`src/rtl/axil_ram_slave.sv`:
```
// AXI-Lite RAM target: DEPTH words of DATA_WIDTH bits, byte-strobed writes,
// independent write and read state machines, SLVERR outside the mapped window.
module axil_ram_slave #(
  parameter int                    ADDR_WIDTH = 32,
  parameter int                    DATA_WIDTH = 32,
  parameter int                    STRB_WIDTH = DATA_WIDTH / 8,
  parameter int                    DEPTH      = 16,
  parameter logic [ADDR_WIDTH-1:0] BASE_ADDR  = '0
) (
  input  logic                  clk,
  input  logic                  rst_n,
  // write address channel
  input  logic [ADDR_WIDTH-1:0] s_axil_awaddr,
  input  logic [2:0]            s_axil_awprot,
  input  logic                  s_axil_awvalid,
  output logic                  s_axil_awready,
  // write data channel
  input  logic [DATA_WIDTH-1:0] s_axil_wdata,
  input  logic [STRB_WIDTH-1:0] s_axil_wstrb,
  input  logic                  s_axil_wvalid,
  output logic                  s_axil_wready,
  // write response channel
  output logic [1:0]            s_axil_bresp,
  output logic                  s_axil_bvalid,
  input  logic                  s_axil_bready,
  // read address channel
  input  logic [ADDR_WIDTH-1:0] s_axil_araddr,
  input  logic [2:0]            s_axil_arprot,
  input  logic                  s_axil_arvalid,
  output logic                  s_axil_arready,
  // read data channel
  output logic [DATA_WIDTH-1:0] s_axil_rdata,
  output logic [1:0]            s_axil_rresp,
  output logic                  s_axil_rvalid,
  input  logic                  s_axil_rready
);

  localparam int                  ADDR_LSB = $clog2(STRB_WIDTH);
  localparam int                  IDX_W    = $clog2(DEPTH);
  localparam logic [ADDR_WIDTH:0] SPAN     = (ADDR_WIDTH+1)'(DEPTH * STRB_WIDTH);
  localparam logic [1:0]          RESP_OKAY   = 2'b00;
  localparam logic [1:0]          RESP_SLVERR = 2'b10;

  typedef enum logic [1:0] {W_IDLE, W_ADDR_HELD, W_DATA_HELD, W_RESP} wstate_t;
  typedef enum logic       {R_IDLE, R_RESP} rstate_t;

  // Extra top bit catches addresses below BASE_ADDR (borrow out of the subtract).
  function automatic logic addr_ok(input logic [ADDR_WIDTH-1:0] a);
    logic [ADDR_WIDTH:0] off;
    off = {1'b0, a} - {1'b0, BASE_ADDR};
    return (off[ADDR_WIDTH] == 1'b0) && (off < SPAN);
  endfunction

  // Word index; byte-offset bits inside the word are dropped.
  function automatic logic [IDX_W-1:0] addr_idx(input logic [ADDR_WIDTH-1:0] a);
    logic [ADDR_WIDTH-1:0] off;
    off = a - BASE_ADDR;
    return IDX_W'(off >> ADDR_LSB);
  endfunction

  logic [DATA_WIDTH-1:0] r_mem [DEPTH];

  wstate_t               r_wstate;
  logic                  r_awready;
  logic                  r_wready;
  logic                  r_bvalid;
  logic [1:0]            r_bresp;
  logic [ADDR_WIDTH-1:0] r_awaddr;
  logic [DATA_WIDTH-1:0] r_wdata;
  logic [STRB_WIDTH-1:0] r_wstrb;

  rstate_t               r_rstate;
  logic                  r_arready;
  logic                  r_rvalid;
  logic [1:0]            r_rresp;
  logic [DATA_WIDTH-1:0] r_rdata;

  logic                  w_aw_hs;
  logic                  w_w_hs;
  logic                  w_ar_hs;
  logic                  w_commit;
  logic [ADDR_WIDTH-1:0] w_commit_addr;
  logic [DATA_WIDTH-1:0] w_commit_data;
  logic [STRB_WIDTH-1:0] w_commit_strb;
  logic                  w_commit_ok;
  logic [IDX_W-1:0]      w_commit_idx;
  logic                  w_ar_ok;
  logic [IDX_W-1:0]      w_ar_idx;
  logic                  w_unused_prot;

  assign w_unused_prot = ^{s_axil_awprot, s_axil_arprot};

  // Handshakes only count on registered readies, so valid never waits on ready combinationally.
  assign w_aw_hs = s_axil_awvalid & r_awready;
  assign w_w_hs  = s_axil_wvalid  & r_wready;
  assign w_ar_hs = s_axil_arvalid & r_arready;

  // A write completes when the missing half of the AW/W pair arrives (or both together).
  assign w_commit = ((r_wstate == W_IDLE)      & w_aw_hs & w_w_hs) |
                    ((r_wstate == W_ADDR_HELD) & w_w_hs) |
                    ((r_wstate == W_DATA_HELD) & w_aw_hs);

  assign w_commit_addr = (r_wstate == W_ADDR_HELD) ? r_awaddr : s_axil_awaddr;
  assign w_commit_data = (r_wstate == W_DATA_HELD) ? r_wdata  : s_axil_wdata;
  assign w_commit_strb = (r_wstate == W_DATA_HELD) ? r_wstrb  : s_axil_wstrb;
  assign w_commit_ok   = addr_ok(w_commit_addr);
  assign w_commit_idx  = addr_idx(w_commit_addr);
  assign w_ar_ok       = addr_ok(s_axil_araddr);
  assign w_ar_idx      = addr_idx(s_axil_araddr);

  // Storage: cleared by reset, byte-lane writes on commit of an in-range address.
  always_ff @(posedge clk or negedge rst_n) begin
    if (!rst_n) begin
      for (int i = 0; i < DEPTH; i++) r_mem[i] <= '0;
    end else if (w_commit && w_commit_ok) begin
      for (int b = 0; b < STRB_WIDTH; b++) begin
        if (w_commit_strb[b]) r_mem[w_commit_idx][8*b +: 8] <= w_commit_data[8*b +: 8];
      end
    end
  end

  // Write FSM: collects AW and W in either order, then holds B until accepted.
  always_ff @(posedge clk or negedge rst_n) begin
    if (!rst_n) begin
      r_wstate  <= W_IDLE;
      r_awready <= 1'b0;
      r_wready  <= 1'b0;
      r_bvalid  <= 1'b0;
      r_bresp   <= RESP_OKAY;
      r_awaddr  <= '0;
      r_wdata   <= '0;
      r_wstrb   <= '0;
    end else if (w_commit) begin
      r_wstate  <= W_RESP;
      r_awready <= 1'b0;
      r_wready  <= 1'b0;
      r_bvalid  <= 1'b1;
      r_bresp   <= w_commit_ok ? RESP_OKAY : RESP_SLVERR;
    end else begin
      case (r_wstate)
        W_IDLE: begin
          if (w_aw_hs) begin
            r_awaddr  <= s_axil_awaddr;
            r_awready <= 1'b0;
            r_wready  <= 1'b1;
            r_wstate  <= W_ADDR_HELD;
          end else if (w_w_hs) begin
            r_wdata   <= s_axil_wdata;
            r_wstrb   <= s_axil_wstrb;
            r_awready <= 1'b1;
            r_wready  <= 1'b0;
            r_wstate  <= W_DATA_HELD;
          end else begin
            r_awready <= 1'b1;
            r_wready  <= 1'b1;
          end
        end
        W_RESP: begin
          if (s_axil_bready) begin
            r_bvalid  <= 1'b0;
            r_bresp   <= RESP_OKAY;
            r_awready <= 1'b1;
            r_wready  <= 1'b1;
            r_wstate  <= W_IDLE;
          end
        end
        default: ;
      endcase
    end
  end

  // Read FSM: one outstanding read; data captured at the AR edge, before any same-edge write lands.
  always_ff @(posedge clk or negedge rst_n) begin
    if (!rst_n) begin
      r_rstate  <= R_IDLE;
      r_arready <= 1'b0;
      r_rvalid  <= 1'b0;
      r_rresp   <= RESP_OKAY;
      r_rdata   <= '0;
    end else begin
      case (r_rstate)
        R_IDLE: begin
          if (w_ar_hs) begin
            r_rdata   <= w_ar_ok ? r_mem[w_ar_idx] : '0;
            r_rresp   <= w_ar_ok ? RESP_OKAY : RESP_SLVERR;
            r_rvalid  <= 1'b1;
            r_arready <= 1'b0;
            r_rstate  <= R_RESP;
          end else begin
            r_arready <= 1'b1;
          end
        end
        R_RESP: begin
          if (s_axil_rready) begin
            r_rvalid  <= 1'b0;
            r_arready <= 1'b1;
            r_rstate  <= R_IDLE;
          end
        end
        default: r_rstate <= R_IDLE;
      endcase
    end
  end

  assign s_axil_awready = r_awready;
  assign s_axil_wready  = r_wready;
  assign s_axil_bvalid  = r_bvalid;
  assign s_axil_bresp   = r_bresp;
  assign s_axil_arready = r_arready;
  assign s_axil_rvalid  = r_rvalid;
  assign s_axil_rresp   = r_rresp;
  assign s_axil_rdata   = r_rdata;

endmodule

```
`config.mk`:
```
export PLATFORM = sky130hd
export DESIGN_NAME = axil_ram_slave
export DESIGN_NICKNAME = d
export VERILOG_FILES = /design/src/rtl/axil_ram_slave.sv
export SDC_FILE = /design/constraint.sdc
export NUM_CORES = 1
export LEC_CHECK = 0
export CORE_ASPECT_RATIO = 0.8
export CORE_MARGIN = 3
export CORE_UTILIZATION = 55
export DETAILED_ROUTE_END_ITERATION = 7
export PLACE_DENSITY = 0.76
export SYNTH_ARGS = -nofsm -noshare
export SYNTH_HDL_FRONTEND = slang
export SYNTH_SLANG_ARGS = --single-unit
```
`constraint.sdc`:
```
create_clock -name clk -period 3.44 [get_ports clk]
set_clock_uncertainty 0.05 [all_clocks]
set_input_delay 0.688 -clock clk [delete_from_list [all_inputs] [get_ports clk]]
set_output_delay 0.688 -clock clk [all_outputs]
set_load 0.01 [all_outputs]
```
==> results of run 1 <==
## cell usage in the layout (no fill, tap or decap), types with 4 or more instances in the layout
master	n
sky130_fd_sc_hd__clkbuf_16	61
sky130_fd_sc_hd__o21ai_0	42
sky130_fd_sc_hd__clkinv_2	13
sky130_fd_sc_hd__o211ai_4	4
sky130_fd_sc_hd__buf_4	69
sky130_fd_sc_hd__nor3_4	40
sky130_fd_sc_hd__clkdlybuf4s50_1	136
sky130_fd_sc_hd__a21oi_1	5
sky130_fd_sc_hd__nor2_1	7
sky130_fd_sc_hd__nor3_2	24
sky130_fd_sc_hd__inv_1	38
sky130_fd_sc_hd__mux2_2	610
sky130_fd_sc_hd__mux4_2	160
sky130_fd_sc_hd__buf_12	43
sky130_fd_sc_hd__bufinv_16	8
sky130_fd_sc_hd__dfrtp_1	620
sky130_fd_sc_hd__a31o_2	6
sky130_fd_sc_hd__nor4_1	17
sky130_fd_sc_hd__nand4_1	5
sky130_fd_sc_hd__clkbuf_1	9
sky130_fd_sc_hd__nand2_1	65
sky130_fd_sc_hd__clkbuf_8	16
sky130_fd_sc_hd__nor4bb_1	4
## sequential cells by signal, indices dropped and copies added (netlist names)
name and count:
s_axil_rresp 1, s_axil_bvalid 1, r_wdata 32, s_axil_arready 1, s_axil_rdata 32, r_mem 512
r_wstate 2, r_awaddr 30, s_axil_rvalid 1, s_axil_bresp 1, s_axil_awready 1, s_axil_wready 1
r_rstate 1, r_wstrb 4
## power by group through the flow
stage                     combinational (mW)  clock [mW]  sequential, mW
after floorplan                         1.70           0            8.04
after global placement                  2.59           0            8.08
after detailed placement                2.71           0            8.12
after CTS                               2.74        7.04            8.00
after global routing                    2.97        7.32            8.06
final                                   2.75        6.91            8.00
## final timing paths
kind,to,start,slack [ps]
setup / recovery,r_mem[49],r_wstate[1],290
hold / removal,s_axil_rvalid,rst_n,40
setup reg to reg,r_mem[49],r_wstate[1],290
hold reg to reg,s_axil_rdata[21],s_axil_rdata[21],430
max in group asynchronous,r_mem[80],rst_n,2290
min in group clk,s_axil_rdata[21],s_axil_rdata[21],430
## synthesized netlist by cell type, types with 2 or more instances
library cell	number	share of area [%]
sky130_fd_sc_hd__nor4bb_1	4	0.14
sky130_fd_sc_hd__dfrtp_1	620	55
sky130_fd_sc_hd__inv_1	38	0.50
sky130_fd_sc_hd__nor4_1	17	0.37
sky130_fd_sc_hd__nand3_1	2	0.035
sky130_fd_sc_hd__nor3_4	40	2.3
sky130_fd_sc_hd__nor2_1	7	0.092
sky130_fd_sc_hd__nand2_1	65	0.86
sky130_fd_sc_hd__mux4_2	160	13
sky130_fd_sc_hd__nand2b_1	2	0.044
sky130_fd_sc_hd__a21oi_1	5	0.088
sky130_fd_sc_hd__nor3_2	24	0.84
sky130_fd_sc_hd__o21ai_0	42	0.74
sky130_fd_sc_hd__buf_6	6	0.24
sky130_fd_sc_hd__nand4_1	5	0.11
sky130_fd_sc_hd__mux2_2	610	24
sky130_fd_sc_hd__buf_1	4	0.053
sky130_fd_sc_hd__nor2b_1	3	0.066
sky130_fd_sc_hd__mux2i_1	2	0.070
sky130_fd_sc_hd__nor4b_1	2	0.062
sky130_fd_sc_hd__and4_1	2	0.062
sky130_fd_sc_hd__buf_4	4	0.11
sky130_fd_sc_hd__a31o_2	6	0.18
sky130_fd_sc_hd__o211ai_2	4	0.18
sky130_fd_sc_hd__clkbuf_1	69	0.91
sky130_fd_sc_hd__buf_2	18	0.32
## kinds of logic (layout without fill, tap and decap cells)
logic type,Yosys count,after routing,synth area share (%)
other,1,3,0.0132
flip-flops,620,620,54.6
multiplexers,773,773,36.9
AND/OR/NAND/NOR,177,177,5.08
buffers and inverters,139,398,2.12
AO/OA/AOI/OAI,61,61,1.30
## worst max-delay path: stages (launching register included)
cell,delay (ps)
sky130_fd_sc_hd__dfrtp_1,490
sky130_fd_sc_hd__buf_4,230
sky130_fd_sc_hd__nor2b_4,640
sky130_fd_sc_hd__mux2_2,330
sky130_fd_sc_hd__o211ai_4,340
sky130_fd_sc_hd__nor3_2,280
sky130_fd_sc_hd__buf_4,270
sky130_fd_sc_hd__mux2_2,360
## metrics by stage
| step | utilization [%] | instances | cell area, µm² | total power, mW |
|---|---|---|---|---|
| detailed placement | 62.8 | 2598 | 31700 | 10.8 |
| floorplan | - | 1772 | 28400 | 9.74 |
| CTS | 66.9 | 2706 | 33700 | 17.8 |
| global route | 66.9 | 2706 | 33700 | 18.3 |
| finish | 66.9 | 2707 | 33700 | 17.7 |
| global placement | 62.8 | 2598 | 31700 | 10.7 |
## cell type report
class / count / share of cell area, %
Timing Repair Buffer: 252 / 8.23
Tap cell: 675 / 2.50
Antenna cell: 1 / 0.00741
Multi-Input combinational cell: 1013 / 36.7
Sequential cell: 620 / 46.0
Clock buffer: 85 / 5.23
Clock inverter: 23 / 0.956
Inverter: 38 / 0.423
## metal layers
| metal | track usage, % | up-vias | routed length, µm |
|---|---|---|---|
| met5 | 0 | - | 10 |
| met4 | 7.01 | 2 | 1580 |
| met3 | 3.96 | 110 | 3530 |
| met2 | 39.8 | 406 | 31800 |
| met1 | 35.9 | 8766 | 29500 |
| li1 | - | 7070 | - |
==> run_results.csv, run 1 <==
group,metric,value,unit
power_and_ir_drop,cell_internal_pwr,12.9,mW
synthesis,synth-seq-cells,620,
power_and_ir_drop,p_leak,16.0,nW
clock_tree,cts_hold_buf,0,
global_route,grt.total_usage,24.9,%
cells_and_area,total_area_of_multi_input_combinational_cells,12400,µm²
global_route,grt_start_max_net_pins,97,
timing,hold_viol,0,
die,std_cell_core_area,50400,µm²
cells_and_area,seq_area,15500,µm²
power_and_ir_drop,seq_power_share,45.3,%
routing,drt_first_pass_iters,5,
clock_tree,post_cts.resized_instances,0,
placement,detailedPlacementHpwl,42000,µm
setup_path,critical_path.endpoint_type,"register",
clock_tree,clockBufferDepth,3,
power_and_ir_drop,power_per_cell_area,523,nW/µm²
power_and_ir_drop,swShare,26.9,%
clock_tree,path_clk_slew,60,ps
timing,timing.slew.headroom,28.8,%
cells_and_area,design.final.nets,2097,
setup_path,top_fanout_value_on_the_critical_path,17,
timing,finalHoldWorstSlack,38.8,ps
routing,via_per_inst,6.04,
timing,maxSlewViolCount,0,
timing,fin_crit_sh,91.5,%
timing,achievable-frequency,318,MHz
placement,placement.setup.worst_slack,84.2,ps
timing,max_slew.worst_pin.slew,1060,ps
synthesis,synth_cells,1771,
power_and_ir_drop,vdd_ir_drop_max,0.464,mV
die,initial_standard_cell_utilization_of_the_core,56.4,%
clock_tree,cts_buffer_count,59,
synthesis,yosysUniqueCellTypes,36,
setup_path,worstSetupStartpointType,"register",
clock_tree,count_of_buffers_added_by_post_cts_timing_repair_for_setup,0,
power_and_ir_drop,power.net_switching,4.76,mW
setup_path,worst-setup-path-type,"register to register",
timing,setup_viol,0,
routing,via_count,16354,
timing,worst_slack,292,ps
timing,final.min_clock_period,3150,ps
setup_path,worst_ep_arrival_time,3580,ps
placement,placement.io_buffers,141,
global_route,grt_antenna_before_repair,3,
cells_and_area,area_growth_syn_to_layout,18.7,%
synthesis,ys_dominant_reg_cell,"sky130_fd_sc_hd__dfrtp_1",
global_route,grt_first_pass_wirelength,104000,µm
synthesis,number_of_enable_flip_flop_cells_after_synthesis,0,
run_status,status,"finished clean",
setup_path,worst-r2r-cell-count,7,
min_path,hold_class,"input port to asynchronous set/reset pin",
clock_tree,cts_tree,"built",
setup_path,critPathRequiredTime,3870,ps
die,ioPinCount,154,
die,std_cell_rows,73,
routing,drt_iter0_drc,1085,
timing,setup-tns-final,0,ps
placement,gp_routability_congestion,0.800,
synthesis,seq_area_frac_synth,54.6,%
routing,drc,0,
timing,grt_setup_unrepaired,"false",
global_route,number_of_global_route_vias_before_repair,17631,
synthesis,synth.yosys.warnings,0,
cells_and_area,post_route_cells_drive_above_1_share,52.3,%
clock_tree,cts_sinks,620,
routing,routed_wirelength,66400,µm
die,dieWidth,260,µm
run,timing.max_cap.violations,0,
clock_tree,ctsHtreeMaxLevel,2,
synthesis,post_synth.cell_area_avg,16.1,µm²
power_and_ir_drop,power_frac_clock,39.1,%
die,die_h,209,µm
synthesis,synth_area,28400,µm²
die,fp.dieArea,54500,µm²
clock_tree,clock-root-buffer,"sky130_fd_sc_hd__clkbuf_16",
power_and_ir_drop,power_frac_comb,15.6,%
synthesis,ys_async_sr_fraction,100,%
clock_tree,clk_latency,610,ps
cells_and_area,num-fill-cells,3475,
routing,wl_per_cell,24.5,µm
routing,route.antenna.remaining_nets,0,
global_route,globalRoute.totalOverflow,0,
Note: power is estimated with default switching activity, not from simulation.
==> run 2, diff against run 1 <==
- CAP_MARGIN: unset -> 20
- CORE_MARGIN: 3 -> 2
- PLACE_DENSITY: 0.76 -> 0.78
==> run 2 against run 1 <==
  * Highest routed layer unchanged
  * Routed wire length shrank 1.3%
  * Via count rose by 0.54%
  * Count of clock-buffer cells in the layout grew 3
==> run_results.csv, run 2 (synthesis gave the netlist of run 1 again) <==
group,metric,value,unit
run_status,status,"finished clean",
placement,detailedPlacementHpwl,42500,µm
power_and_ir_drop,cell_internal_pwr,12.5,mW
cells_and_area,finished_core_util,66.3,%
placement,numPlacedInstances,2609,
power_and_ir_drop,power.net_switching,4.69,mW
power_and_ir_drop,p_leak,16.0,nW
global_route,globalRoute.totalOverflow,0,
cells_and_area,post_route_cells_drive_above_1_share,52.1,%
power_and_ir_drop,seq_power_share,46.5,%
routing,drc,0,
placement,gp_routability_congestion,0.821,
routing,drt_first_pass_iters,7,
clock_tree,cts_hold_buf,0,
routing,routed_wirelength,65600,µm
timing,achievable-frequency,327,MHz
clock_tree,clock-root-buffer,"sky130_fd_sc_hd__clkbuf_16",
cells_and_area,design.final.nets,2099,
clock_tree,ctsHtreeMaxLevel,2,
cells_and_area,area_growth_syn_to_layout,19.2,%
clock_tree,count_of_buffers_added_by_post_cts_timing_repair_for_setup,0,
timing,worst_slack,382,ps
setup_path,top_fanout_value_on_the_critical_path,16,
placement,placement.setup.worst_slack,-83.5,ps
global_route,grt.total_usage,25.1,%
die,std_cell_rows,74,
die,fp.dieArea,53600,µm²
setup_path,worst_ep_arrival_time,3500,ps
placement,placement.io_buffers,141,
cells_and_area,largest_register_ff_count,512,
timing,timing.slew.headroom,29.3,%
cells_and_area,layout.cell_area.non_filler,33900,µm²
cells_and_area,most_common_cell_after_layout_fill_and_taps_aside,"sky130_fd_sc_hd__dfrtp_1",
global_route,grt_first_pass_wirelength,104000,µm
die,ioPinCount,154,
clock_tree,cts_tree,"built",
setup_path,worst-r2r-cell-count,6,
min_path,hold_class,"input port to asynchronous set/reset pin",
setup_path,critical_path.endpoint_type,"register",
timing,grt_setup_unrepaired,"false",
clock_tree,clockBufferDepth,3,
setup_path,worst-setup-path-type,"register to register",
setup_path,worstSetupStartpointType,"register",
clock_tree,cts_buffer_count,59,
placement,place_area,31900,µm²
cells_and_area,most-common-layout-cells,"620 x sky130_fd_sc_hd__dfrtp_1, 610 x sky130_fd_sc_hd__mux2_2, 160 x sky130_fd_sc_hd__mux4_2",
timing,maxSlewViolCount,0,
power_and_ir_drop,post-layout-total-power,17.2,mW
timing,hold_viol,0,
die,dieWidth,258,µm
setup_path,critPathRequiredTime,3890,ps
global_route,grt_antenna_before_repair,3,
clock_tree,post_cts.resized_instances,0,
clock_tree,path_clk_slew,60,ps
global_route,number_of_global_route_vias_before_repair,17632,
power_and_ir_drop,swShare,27.3,%
power_and_ir_drop,power_per_cell_area,508,nW/µm²
routing,via_per_inst,6.05,
setup_path,r2r-end,"r_mem[11]",
setup_path,worst_r2r_startpoint,"r_wstate[0]",
run,timing.max_cap.violations,0,
routing,drt_iter0_drc,1201,
power_and_ir_drop,power_frac_clock,37.8,%
timing,max_slew.worst_pin.slew,1060,ps
die,initial_standard_cell_utilization_of_the_core,55.6,%
routing,via_count,16443,
power_and_ir_drop,vdd_ir_drop_max,0.425,mV
timing,fin_crit_sh,88.9,%
routing,route.antenna.remaining_nets,0,
cells_and_area,most_flops_register,"r_mem",
routing,wl_per_cell,24.1,µm
global_route,grt_start_max_net_pins,94,
die,std_cell_core_area,51100,µm²
die,die_h,207,µm
timing,final.min_clock_period,3060,ps
power_and_ir_drop,power_frac_comb,15.6,%
cells_and_area,final_cells,2717,
timing,setup_viol,0,
clock_tree,cts_sinks,620,
clock_tree,clk_latency,620,ps
setup_path,worst-r2r-setup-slack,380,ps
[run 2: how the worst max path moves through the flow]
stage                       from          to  slack, ps
2_1_floorplan  s_axil_awaddr[14]  r_mem[208]        760
6_report             r_wstate[0]   r_mem[11]        380
4_1_cts              r_wstate[0]   r_mem[14]        420
3_5_place_dp   s_axil_awaddr[10]   r_mem[14]        -80
3_3_place_gp   s_axil_awaddr[10]   r_mem[72]        -30
5_1_grt              r_wstate[0]   r_mem[73]        270
[run 2: area by class of cell]
type | count | area [µm²]
Fill cell | 3458 | 17200
Sequential cell | 620 | 15500
Multi-Input combinational cell | 1013 | 12400
Timing Repair Buffer | 254 | 3060
Clock buffer | 88 | 1740
Tap cell | 684 | 856
Clock inverter | 18 | 204
Inverter | 38 | 143
Antenna cell | 2 | 5.00
[run 2: power groups by stage]
stage / Sequential [mW] / Clock [mW] / Combinational [mW]
detailed placement: 8.13 / 0 / 2.68
global placement: 8.09 / 0 / 2.56
finish: 8.00 / 6.51 / 2.69
global route: 8.06 / 6.95 / 2.91
CTS: 8.00 / 6.63 / 2.69
floorplan: 8.04 / 0 / 1.70
[run 2: per-stage QoR]
stage / hold WS [ps] / TNS (ps)
after global routing: 78.3 / 0
after detailed placement: 422 / -1770
final: 45.1 / 0
after global placement: 410 / -331
after CTS: 44.1 / 0
after floorplan: 342 / 0
[run 2: metal layers]
| layer | vias up | track usage, % | routed length, µm |
|---|---|---|---|
| met5 | - | 0 | 25 |
| met4 | 4 | 7.18 | 1540 |
| met3 | 108 | 4.47 | 3660 |
| met2 | 412 | 39.7 | 31400 |
| met1 | 8836 | 36.2 | 28900 |
| li1 | 7083 | - | - |
[run 2: worst max-delay path: stages (launching register included)]
cell,delay (ps)
sky130_fd_sc_hd__dfrtp_1,700
sky130_fd_sc_hd__nand2b_1,170
sky130_fd_sc_hd__and4b_1,590
sky130_fd_sc_hd__o211ai_4,410
sky130_fd_sc_hd__nor3_2,430
sky130_fd_sc_hd__buf_4,220
sky130_fd_sc_hd__mux2_2,340
